===== src/rtl/prbs_sat_cnt.sv =====
// Saturating up-counter with synchronous clear that wins over increment.
module prbs_sat_cnt #(
    parameter int W = 16
) (
    input  logic         clk,
    input  logic         rst,
    input  logic         clr,
    input  logic         inc,
    output logic [W-1:0] cnt
);

    always_ff @(posedge clk or negedge rst) begin
        if (!rst) begin
            cnt <= '0;
        end else if (clr) begin
            cnt <= '0;
        end else if (inc && cnt != '1) begin
            cnt <= cnt + W'(1);
        end
    end

endmodule


===== config.mk =====
export PLATFORM = sky130hd
export DESIGN_NAME = prbs_sat_cnt
export DESIGN_NICKNAME = d
export VERILOG_FILES = /design/src/rtl/prbs_sat_cnt.sv
export SDC_FILE = /design/constraint.sdc
export NUM_CORES = 1
export LEC_CHECK = 0
export ABC_AREA = 1
export BUFFER_PORTS_ARGS = -buffer_cell sky130_fd_sc_hd__buf_2
export CELL_PAD_IN_SITES_DETAIL_PLACEMENT = 0
export CELL_PAD_IN_SITES_GLOBAL_PLACEMENT = 2
export CORE_MARGIN = 5
export CORE_UTILIZATION = 25
export CTS_BUF_LIST = sky130_fd_sc_hd__clkbuf_8
export DETAILED_ROUTE_END_ITERATION = 6
export PLACE_DENSITY = 0.63
export SLEW_MARGIN = 10
export SYNTH_ARGS = -nofsm -noshare
export SYNTH_HDL_FRONTEND = slang
export SYNTH_SLANG_ARGS = --single-unit

===== constraint.sdc =====
create_clock -name clk -period 1.92 [get_ports clk]
set_input_delay 0.384 -clock clk [delete_from_list [all_inputs] [get_ports clk]]
set_output_delay 0.384 -clock clk [all_outputs]
set_load 0.02 [all_outputs]

==> results of run 1 <==
## placed cells by master, fill, tap and decap left out, drive strengths merged
cell / Yosys / final
o21ai: 5 / 5
nand2: 59 / 59
ha: 1 / 1
nor2: 16 / 16
a21oi: 1 / 1
nand3: 12 / 12
buf: 3 / 22
dfrtp: 16 / 16
xor2: 3 / 3
inv: 13 / 13
clkbuf: 0 / 4
or2: 1 / 1
nor3: 1 / 1
o21bai: 2 / 2
nand4: 9 / 9
xnor2: 2 / 2
## how the worst max path moves through the flow
stage,end,slack (ps),cells after the start
6_report,cnt[8],230,9
5_1_grt,cnt[10],10,9
4_1_cts,cnt[8],210,9
3_5_place_dp,cnt[8],240,9
3_3_place_gp,cnt[15],320,9
2_1_floorplan,cnt[7],310,10
## cell families (layout without fill, tap and decap cells)
group                    Yosys count  after routing  share of synthesized area
AND/OR/NAND/NOR                   98             98                      0.428
flip-flops                        16             16                      0.386
buffers and inverters             16             39                     0.0772
AO/OA/AOI/OAI                      8              8                     0.0543
XOR/XNOR                           5              5                     0.0422
adder cells (fa/ha/maj)            1              1                     0.0121
## where the power goes
group | total, W | internal (W) | switching, W | leakage, nW
clock | 0.000315 | 0.000182 | 0.000133 | 0.0288
combinational | 0.0000530 | 0.0000147 | 0.0000383 | 0.398
sequential | 0.000345 | 0.000340 | 0.00000417 | 0.222
## per-layer routing
layer	track usage	vias up
li1	-	505
met1	0.167	458
met2	0.178	18
met3	0.0216	5
met4	0.0455	0
met5	0	-
## synth_stat cells, types with 2 or more instances
master,n
dfrtp_1,16
nor2_1,14
nand2_2,2
xnor2_1,2
nand4_1,9
xor2_1,3
o21ai_0,4
nor2_4,2
inv_1,11
o21bai_1,2
nand3_1,12
nand2_1,55
nand2_4,2
## critical path, stage by stage (launching register included)
cell	delay (ps)
dfrtp_1	410
ha_1	230
nand2_2	110
nor2_4	70
nand2_4	90
nor2_1	50
nor2_1	260
buf_4	220
nand4_1	90
nand2_1	100
## through the flow
step	setup WS [ps]	instances	hold slack (ps)	util
final	225	217	35.8	0.311
after global routing	14.4	217	78.4	0.311
after CTS	206	217	58.2	0.311
after detailed placement	240	213	338	0.297
after global placement	322	213	337	0.297
after floorplan	305	144	88.4	-
## final cells by class
cell class | count | area [µm²] | area share
repair buffers | 22 | 118 | 0.0946
well taps | 50 | 62.6 | 0.0503
clock buffers | 4 | 55.1 | 0.0443
flip-flops and latches | 16 | 400 | 0.322
multi-input cells | 112 | 557 | 0.448
inverters | 13 | 51.3 | 0.0412
==> summary.md, run 1 <==
| Metric | Value |
|---|---|
| Worst slew pin tran | 529 ps |
| Leak | 0.649 nW |
| Hold buffers post-CTS | 0 |
| Inserted Clock Buffers | 3 |
| Final instance area | 1240 µm² |
| Slew Viols, Final | 0 |
| Yosys warns | 0 |
| Reg2reg end | cnt[8] |
| Relative slew slack | 0.647 |
| Hpwl dp | 2.09 mm |
| Unrepaired setup endpoints after global routing | no |
| Pwr dens | 573 nW/µm² |
| Layout cells sized above 1 | 0.216 |
| P&R area growth vs syn | 19.9% |
| CP endpoint kind | register |
| GP Congestion | 0.732 |
| Period Utilization, post-route | 0.883 |
| Clock skew | 4.86 ps |
| I/O Pins | 20 |
| Final setup violation count | 0 |
| Area after DPL | 1190 µm² |
| Cts repair resizes | 0 |
| Worst setup path class | register to register |
| # diodes | 0 |
| Peak Freq | 590 MHz |
| Placeable Area | 4000 µm² |
| Synth area leader | dfrtp_1 |
| Clk_lat worst skew | 260 ps |
| Total wire length | 2.80 mm |
| Initial antenna violation count | 0 |
| Biggest registers after layout | cnt: 16 flops |
| Largest net degree at the start of global routing | 17 |
| Initial Utilization | 0.259 |
| Synth async-reset ratio | 1.00 |
| DR vias/cell | 4.54 |
| Die area | 5540 µm² |
| Post-route ant nets | 0 |
| Synth Area per Inst | 7.20 µm² |
| Startpoint types | register |
| Share of the synthesized area in the top cell type | 0.386 |
| Post-synth EDFFs | 0 |
| Setup tns final | 0 ps |
| H-tree levels | 1 |
| Vias in the first global route | 1042 |
| Row Count | 23 |
| Status | finished, final reports clean |
| Final #Nets | 173 |
| Met1 WL | 1.42 mm |
| CP Data Arrival Time | 1890 ps |
| Chip height | 74.4 µm |
| Syn nets | 149 |
| Metal2 WL | 1.25 mm |
| Max_cap viols | 0 |
| Synthesized area | 1040 µm² |
| First-pass GRT wire length | 4.97 mm |
| Die width | 74.4 µm |
| Clk sinks | 16 |
| Hold WC Path Type | input pin to async pin |
| Seq/Total Area, Yosys | 0.386 |
| Remaining global-route overflow | 0 |
| Flops & latches, synth | 16 |
| Clock root buffer | clkbuf_8 |
| Tmin final | 1690 ps |
| Clock transition at the registers of the reported paths | 70 ps |
| Cell variety after synth | 23 |
| Top reg by flops | cnt |
| Main synth FF type | dfrtp_1 |
| Total power | 0.000713 W |
| Clk buf depth | 2 |
| Port Buffer Count | 19 |
| Uppermost layer routed | met4 |
| Number of flip-flops under the largest register name | 16 |
| Post-CTS Setup Inserts | 0 |
| Reg2reg path depth | 9 |
| Required @ worst endpoint | 2120 ps |
| Vias | 986 |
| Cells after synthesis | 144 |
| VDD IR-drop max | 0.000222 V |
| Final Hold Viols | 0 |
| CP Max Fanout | 7 |
| CTS tree | done |
| Worst R2R Start | cnt[0] |
| DR WL met3 | 93 µm |
| Pre-antenna DRT Iters | 4 |
| DR iter-0 viols | 33 |
| Critical Path Start | cnt[0] |
| Layout fillers | 448 |
| Routed length per instance | 12.9 µm |
| R2r setup slk | 230 ps |
| GRT Overall Usage | 0.118 |
| Residual DRC | 0 |
| Synth area leaders | dfrtp_1 (39%), nand2_1 (20%), nand3_1 (5.8%) |
Note: power is estimated with default switching activity, not from simulation.
==> run 2, diff against run 1 <==
--- a/config.mk
+++ b/config.mk
@@ -9,2 +9,3 @@
 export BUFFER_PORTS_ARGS = -buffer_cell sky130_fd_sc_hd__buf_2
+export CAP_MARGIN = 0
 export CELL_PAD_IN_SITES_DETAIL_PLACEMENT = 0
==> constraint.sdc (replaced) <==
create_clock -name clk -period 1.92 [get_ports clk]
set_input_delay 0.192 -clock clk [delete_from_list [all_inputs] [get_ports clk]]
set_output_delay 0.192 -clock clk [all_outputs]
set_load 0.02 [all_outputs]
==> run 2 against run 1 <==
Against the previous run: core utilization rose by 0.25 points; design area up 0.80%; sequential power about the same; clock skew stayed put; die area stayed put; largest power group unchanged.
==> summary.md, run 2 (synthesis gave the netlist of run 1 again) <==
| Metric | Value |
|---|---|
| Tmin final | 1690 ps (unchanged) |
| GRT Overall Usage | 0.118 (unchanged) |
| Largest net degree at the start of global routing | 17 (unchanged) |
| Placeable Area | 4000 µm² (unchanged) |
| Top reg by flops | cnt (unchanged) |
| Worst setup path class | register to register (unchanged) |
| Placed Cells | 213 (unchanged) |
| Commonest non-fill, non-tap cell in the layout | nand2_1 (unchanged) |
| Relative slew slack | 0.647 (unchanged) |
| Post-route ant nets | 0 (unchanged) |
| Commonest non-fill, non-tap cells in the layout | nand2_1 (55), buf_2 (19), dfrtp_1 (16), nor2_1 (14), nand3_1 (12) (unchanged) |
| Cts repair resizes | 0 (unchanged) |
| Number of flip-flops under the largest register name | 16 (unchanged) |
| CP max-delay cell | dfrtp_1 (unchanged) |
| CP Max Fanout | 7 (unchanged) |
| Total wire length | 2.81 mm (was 2.80 mm) |
| H-tree levels | 1 (unchanged) |
| Hold WC Path Type | input pin to register (was input pin to async pin) |
| Critical Path Start | cnt[0] (unchanged) |
| Row Count | 23 (unchanged) |
| Vias | 988 (was 986) |
| Final instance area | 1250 µm² (was 1240 µm²) |
| Setup Slack @ Placement | 240 ps (unchanged) |
| Setup tns final | 0 ps (unchanged) |
| Die width | 74.4 µm (unchanged) |
| First-pass GRT wire length | 4.97 mm (unchanged) |
| Remaining global-route overflow | 0 (unchanged) |
| CP Data Arrival Time | 1890 ps (about the same) |
| Initial antenna violation count | 0 (unchanged) |
| Final #Nets | 174 (was 173) |
| Worst R2R Start | cnt[0] (unchanged) |
| Delay-heaviest family, CP | simple AND/OR/NAND/NOR gates (unchanged) |
| Inserted Clock Buffers | 3 (unchanged) |
| Total power | 0.000714 W (was 0.000713 W) |
| Top cell by count, worst path | nor2_1 (unchanged) |
| Pre-antenna DRT Iters | 4 (unchanged) |
| DR iter-0 viols | 31 (was 33) |
| Peak Freq | 590 MHz (unchanged) |
| Crit-path cells | ha_1, nand2_2, nor2_4, nand2_4, nor2_1, nor2_1, buf_4, nand4_1, nand2_1 (unchanged) |
| DR vias/cell | 4.53 (was 4.54) |
| Required @ worst endpoint | 2120 ps (about the same) |
| # diodes | 0 (unchanged) |
| P&R area growth vs syn | 20.9% (was 19.9%) |
| Die area | 5540 µm² (unchanged) |
| Hold_sp | clr |
| Area after DPL | 1190 µm² (unchanged) |
| Layout cells sized above 1 | 0.214 (was 0.216) |
| CP endpoint kind | register (unchanged) |
| Pwr dens | 570 nW/µm² (was 573 nW/µm²) |
| Worst slew pin tran | 529 ps (unchanged) |
| Startpoint types | register (unchanged) |
| Initial Utilization | 0.259 (unchanged) |
| Unrepaired setup endpoints after global routing | no (unchanged) |
| Vias in the first global route | 1042 (unchanged) |
| Biggest registers after layout | cnt: 16 flops (unchanged) |
| Hold buffers post-CTS | 1 (was 0) |
| Clk buf depth | 2 (unchanged) |
| VDD IR-drop max | 0.000222 V (unchanged) |
| Final Hold Viols | 0 (unchanged) |
| I/O Pins | 20 (unchanged) |
| Clock transition at the registers of the reported paths | 70 ps (about the same) |
| CTS tree | done (unchanged) |
| Max_cap viols | 0 (unchanged) |
| Min setup slack post-route | 225 ps (unchanged) |
| Clock skew | 4.86 ps (unchanged) |
| Residual DRC | 0 (unchanged) |
| WP buf/inv | 1 (unchanged) |
| Non-Filler Instances | 218 (was 217) |
| Chip height | 74.4 µm (unchanged) |
| Clk sinks | 16 (unchanged) |
| Critical Path Max Stage Delay | 410 ps (about the same) |
| Layout fillers | 447 (was 448) |
| Clock root buffer | clkbuf_8 (unchanged) |
| GP Congestion | 0.732 (unchanged) |
| Port Buffer Count | 19 (unchanged) |
| Final setup violation count | 0 (unchanged) |
| Hpwl dp | 2.09 mm (unchanged) |
| Leak | 0.653 nW (was 0.649 nW) |
| Routed length per instance | 12.9 µm (about the same) |
| Post-CTS Setup Inserts | 0 (unchanged) |
| Status | finished, final reports clean (unchanged) |
| Slew Viols, Final | 0 (unchanged) |
| Clk_lat worst skew | 260 ps (about the same) |
| Period Utilization, post-route | 0.883 (unchanged) |
## run 2: changes by cell type in the layout (fill, tap and decap cells not counted)
| cell | before | now |
|---|---|---|
| dlygate4sd3_1 | 0 | 1 |
## run 2: path summary, 6_finish.rpt
kind / slack (ps) / cells past startpoint / endpoint
worst max-delay path: 230 / 9 / cnt[8]
worst min-delay path: 220 / 4 / cnt[4]
worst max register to register: 230 / 9 / cnt[8]
worst min register to register: 550 / 2 / cnt[14]
max in group asynchronous: 1260 / 2 / cnt[12]
min in group asynchronous: 380 / 2 / cnt[4]
## run 2: power by group
group          internal [W]  switching [W]
clock network      0.000182       0.000133
registers          0.000340     0.00000417
logic             0.0000160      0.0000385
## run 2: layer usage
| layer | track usage | vias to the layer above | wire [µm] |
|---|---|---|---|
| met3 | 0.0216 | 5 | 91 |
| met2 | 0.178 | 18 | 1250 |
| li1 | - | 507 | - |
| met5 | 0 | - | 0 |
| met1 | 0.167 | 458 | 1420 |
| met4 | 0.0455 | 0 | 46 |
## run 2: layout make-up
type,count,area [µm²],share of cell area
clock buffer,4,55.1,0.0439
inverter,13,51.3,0.0409
multi-input combinational,112,557,0.444
sequential,16,400,0.319
tap,50,62.6,0.0499
timing repair buffer,23,128,0.102
## run 2: metrics by stage
stage,utilization,hold slack (ps)
6_report,0.313,222
4_1_cts,0.313,223
3_3_place_gp,0.297,145
2_1_floorplan,-,-104
5_1_grt,0.313,263
3_5_place_dp,0.297,146
## run 2: tightest hold or removal path, stage by stage
cell and delay (ps):
buf_2 100, nor2_1 50, nand2_1 60, nand2_1 50
==> run 3, diff against run 2 <==
CORE_UTILIZATION = 31   (was 25)
PLACE_DENSITY = 0.76   (was 0.63)
RECOVER_POWER = 100   (was default)
==> run 3 against run 2 <==
Against the previous run: clock power down 17%; first-iteration DRC count is 81% higher; design area rose by 1.2%; critical endpoint is now cnt[4]; cell count is 0.92% higher; wire length decreased by 0.39%; core utilization up 7.3 points; register-to-register slack better by 30 ps; maximum frequency increased by 1.9%.
==> summary.md, run 3 (synthesis gave the netlist of run 1 again) <==
| Metric | Value |
|---|---|
| Status | finished, final reports clean (unchanged) |
| Routed length per instance | 12.7 µm (was 12.9 µm) |
| Clock skew | 3.85 ps (was 4.86 ps) |
| Total wire length | 2.80 mm (was 2.81 mm) |
| GP Congestion | 0.747 (was 0.732) |
| Number of flip-flops under the largest register name | 16 (unchanged) |
| Inserted Clock Buffers | 3 (unchanged) |
| Unrepaired setup endpoints after global routing | no (unchanged) |
| Uppermost layer routed | met4 (unchanged) |
| Total power | 0.000664 W (was 0.000714 W) |
| DR iter-0 viols | 56 (was 31) |
| Hold path cells | 4 (unchanged) |
| First-pass GRT wire length | 4.65 mm (was 4.97 mm) |
| Port Buffer Count | 19 (unchanged) |
| WP buf/inv | 2 (was 1) |
| Clock root buffer | clkbuf_8 (unchanged) |
| Worst R2R Start | cnt[1] (was cnt[0]) |
| Layout cells sized above 1 | 0.149 (was 0.214) |
| Remaining global-route overflow | 0 (unchanged) |
| Worst setup path class | register to register (unchanged) |
| Final #Nets | 181 (was 174) |
| # diodes | 0 (unchanged) |
| Area after DPL | 1240 µm² (was 1190 µm²) |
| Slew Viols, Final | 0 (unchanged) |
| Metal2 WL | 1.25 mm (unchanged) |
| CP Max Fanout | 14 (was 7) |
| Peak Freq | 601 MHz (was 590 MHz) |
| Die area | 4600 µm² (was 5540 µm²) |
| Top reg by flops | cnt (unchanged) |
| Commonest non-fill, non-tap cell in the layout | nand2_1 (unchanged) |
| Pre-antenna DRT Iters | 4 (unchanged) |
| Reg2reg path depth | 10 (was 9) |
| Initial antenna violation count | 0 (unchanged) |
| Vias | 1024 (was 988) |
| Max_cap viols | 0 (unchanged) |
| Residual DRC | 0 (unchanged) |
| Chip height | 67.8 µm (was 74.4 µm) |
| VDD IR-drop max | 0.000189 V (was 0.000222 V) |
| R2r setup slk | 260 ps (was 230 ps) |
| Biggest registers after layout | cnt: 16 flops (unchanged) |
| Commonest non-fill, non-tap cells in the layout | nand2_1 (55), clkbuf_1 (17), dfrtp_1 (16), nor2_1 (13), nand3_1 (12) (was nand2_1 (55), buf_2 (19), dfrtp_1 (16), nor2_1 (14), nand3_1 (12)) |
| Initial Utilization | 0.316 (was 0.259) |
| Setup tns final | 0 ps (unchanged) |
| Clk sinks | 16 (unchanged) |
| Post-route ant nets | 0 (unchanged) |
| Final setup violation count | 0 (unchanged) |
| Leak | 0.611 nW (was 0.653 nW) |
| Relative slew slack | 0.352 (was 0.647) |
| H-tree levels | 1 (unchanged) |
| Vias in the first global route | 982 (was 1042) |
| Die width | 67.8 µm (was 74.4 µm) |
| DR WL met3 | 114 µm (was 91 µm) |
| Tmin final | 1660 ps (was 1690 ps) |
| Clock transition at the registers of the reported paths | 60 ps (was 70 ps) |
| Row Count | 21 (was 23) |
| Required @ worst endpoint | 2110 ps (was 2120 ps) |
| Placeable Area | 3280 µm² (was 4000 µm²) |
| Delay-heaviest family, CP | simple AND/OR/NAND/NOR gates (unchanged) |
| Layout fillers | 358 (was 447) |
| Period Utilization, post-route | 0.866 (was 0.883) |
| CP Data Arrival Time | 1850 ps (was 1890 ps) |
| Hold_sp | clr (unchanged) |
| I/O Pins | 20 (unchanged) |
| Met1 WL | 1.38 mm (was 1.42 mm) |
| Pwr dens | 524 nW/µm² (was 570 nW/µm²) |
| CP max-delay cell | dfrtp_1 (unchanged) |
| Final instance area | 1270 µm² (was 1250 µm²) |
| P&R area growth vs syn | 22.3% (was 20.9%) |
| Clk buf depth | 2 (unchanged) |
| DR vias/cell | 4.65 (was 4.53) |
| Critical Path Start | cnt[1] (was cnt[0]) |
| Largest net degree at the start of global routing | 17 (unchanged) |
| CP endpoint kind | register (unchanged) |
| Worst slew pin tran | 971 ps (was 529 ps) |
| Startpoint types | register (unchanged) |
| Hold WC Path Type | input pin to register (unchanged) |
| Clk_lat worst skew | 250 ps (was 260 ps) |
| GRT Overall Usage | 0.140 (was 0.118) |
| Crit-path cells | ha_1, nand2_2, nor2_4, nand2_4, buf_4, o21ai_4, nand2_4, inv_4, nand2_1, nand2_1 (was ha_1, nand2_2, nor2_4, nand2_4, nor2_1, nor2_1, buf_4, nand4_1, nand2_1) |
| CTS tree | done (unchanged) |
| Final Hold Viols | 0 (unchanged) |
| Hpwl dp | 2.04 mm (was 2.09 mm) |
| WP depth | 10 (was 9) |
| Critical Path Max Stage Delay | 350 ps (was 410 ps) |
[run 3: final timing paths]
check,to
max in group asynchronous,cnt[4]
worst min register to register,cnt[14]
worst max register to register,cnt[4]
min in group asynchronous,cnt[12]
worst max-delay path,cnt[4]
worst min-delay path,cnt[4]
[run 3: final cells by class]
cell class	count	area, µm²	area share
repair buffers	30	159	0.125
multi-input cells	112	559	0.441
flip-flops and latches	16	400	0.316
clock buffers	3	41.3	0.0325
inverters	13	51.3	0.0404
well taps	46	57.6	0.0454
[run 3: through the flow]
step | worst slack [ps] | hold slack [ps] | std cells | util
3_5_place_dp | -4.88 | 143 | 216 | 0.376
3_3_place_gp | 52.0 | 145 | 216 | 0.376
5_1_grt | 91.4 | 258 | 220 | 0.386
2_1_floorplan | 305 | -104 | 144 | -
4_1_cts | 240 | 231 | 220 | 0.393
6_report | 257 | 232 | 220 | 0.386
[run 3: tightest hold or removal path, cell delays in order]
cell and delay, ps:
buf_2 100, nor2_1 40, nand2_1 50, nand2_1 60
[run 3: power breakdown]
| group | internal, W | switching, W |
|---|---|---|
| clock | 0.000140 | 0.000124 |
| sequential | 0.000341 | 0.00000234 |
| combinational | 0.0000163 | 0.0000416 |
| total | 0.000497 | 0.000168 |
[run 3: timing repair]
item                                   4_1_cts  5_1_grt
hold buffers                                 1        0
gates resized for setup                      1        0
buffers inserted                             0        0
endpoints found under the hold margin       16        0
setup endpoints to repair                    5        0
[run 3: per-layer routing]
layer / GRT usage / vias up
met5: 0 / -
met2: 0.225 / 21
met4: 0.0670 / 0
li1: - / 520
met3: 0.0197 / 5
met1: 0.184 / 478
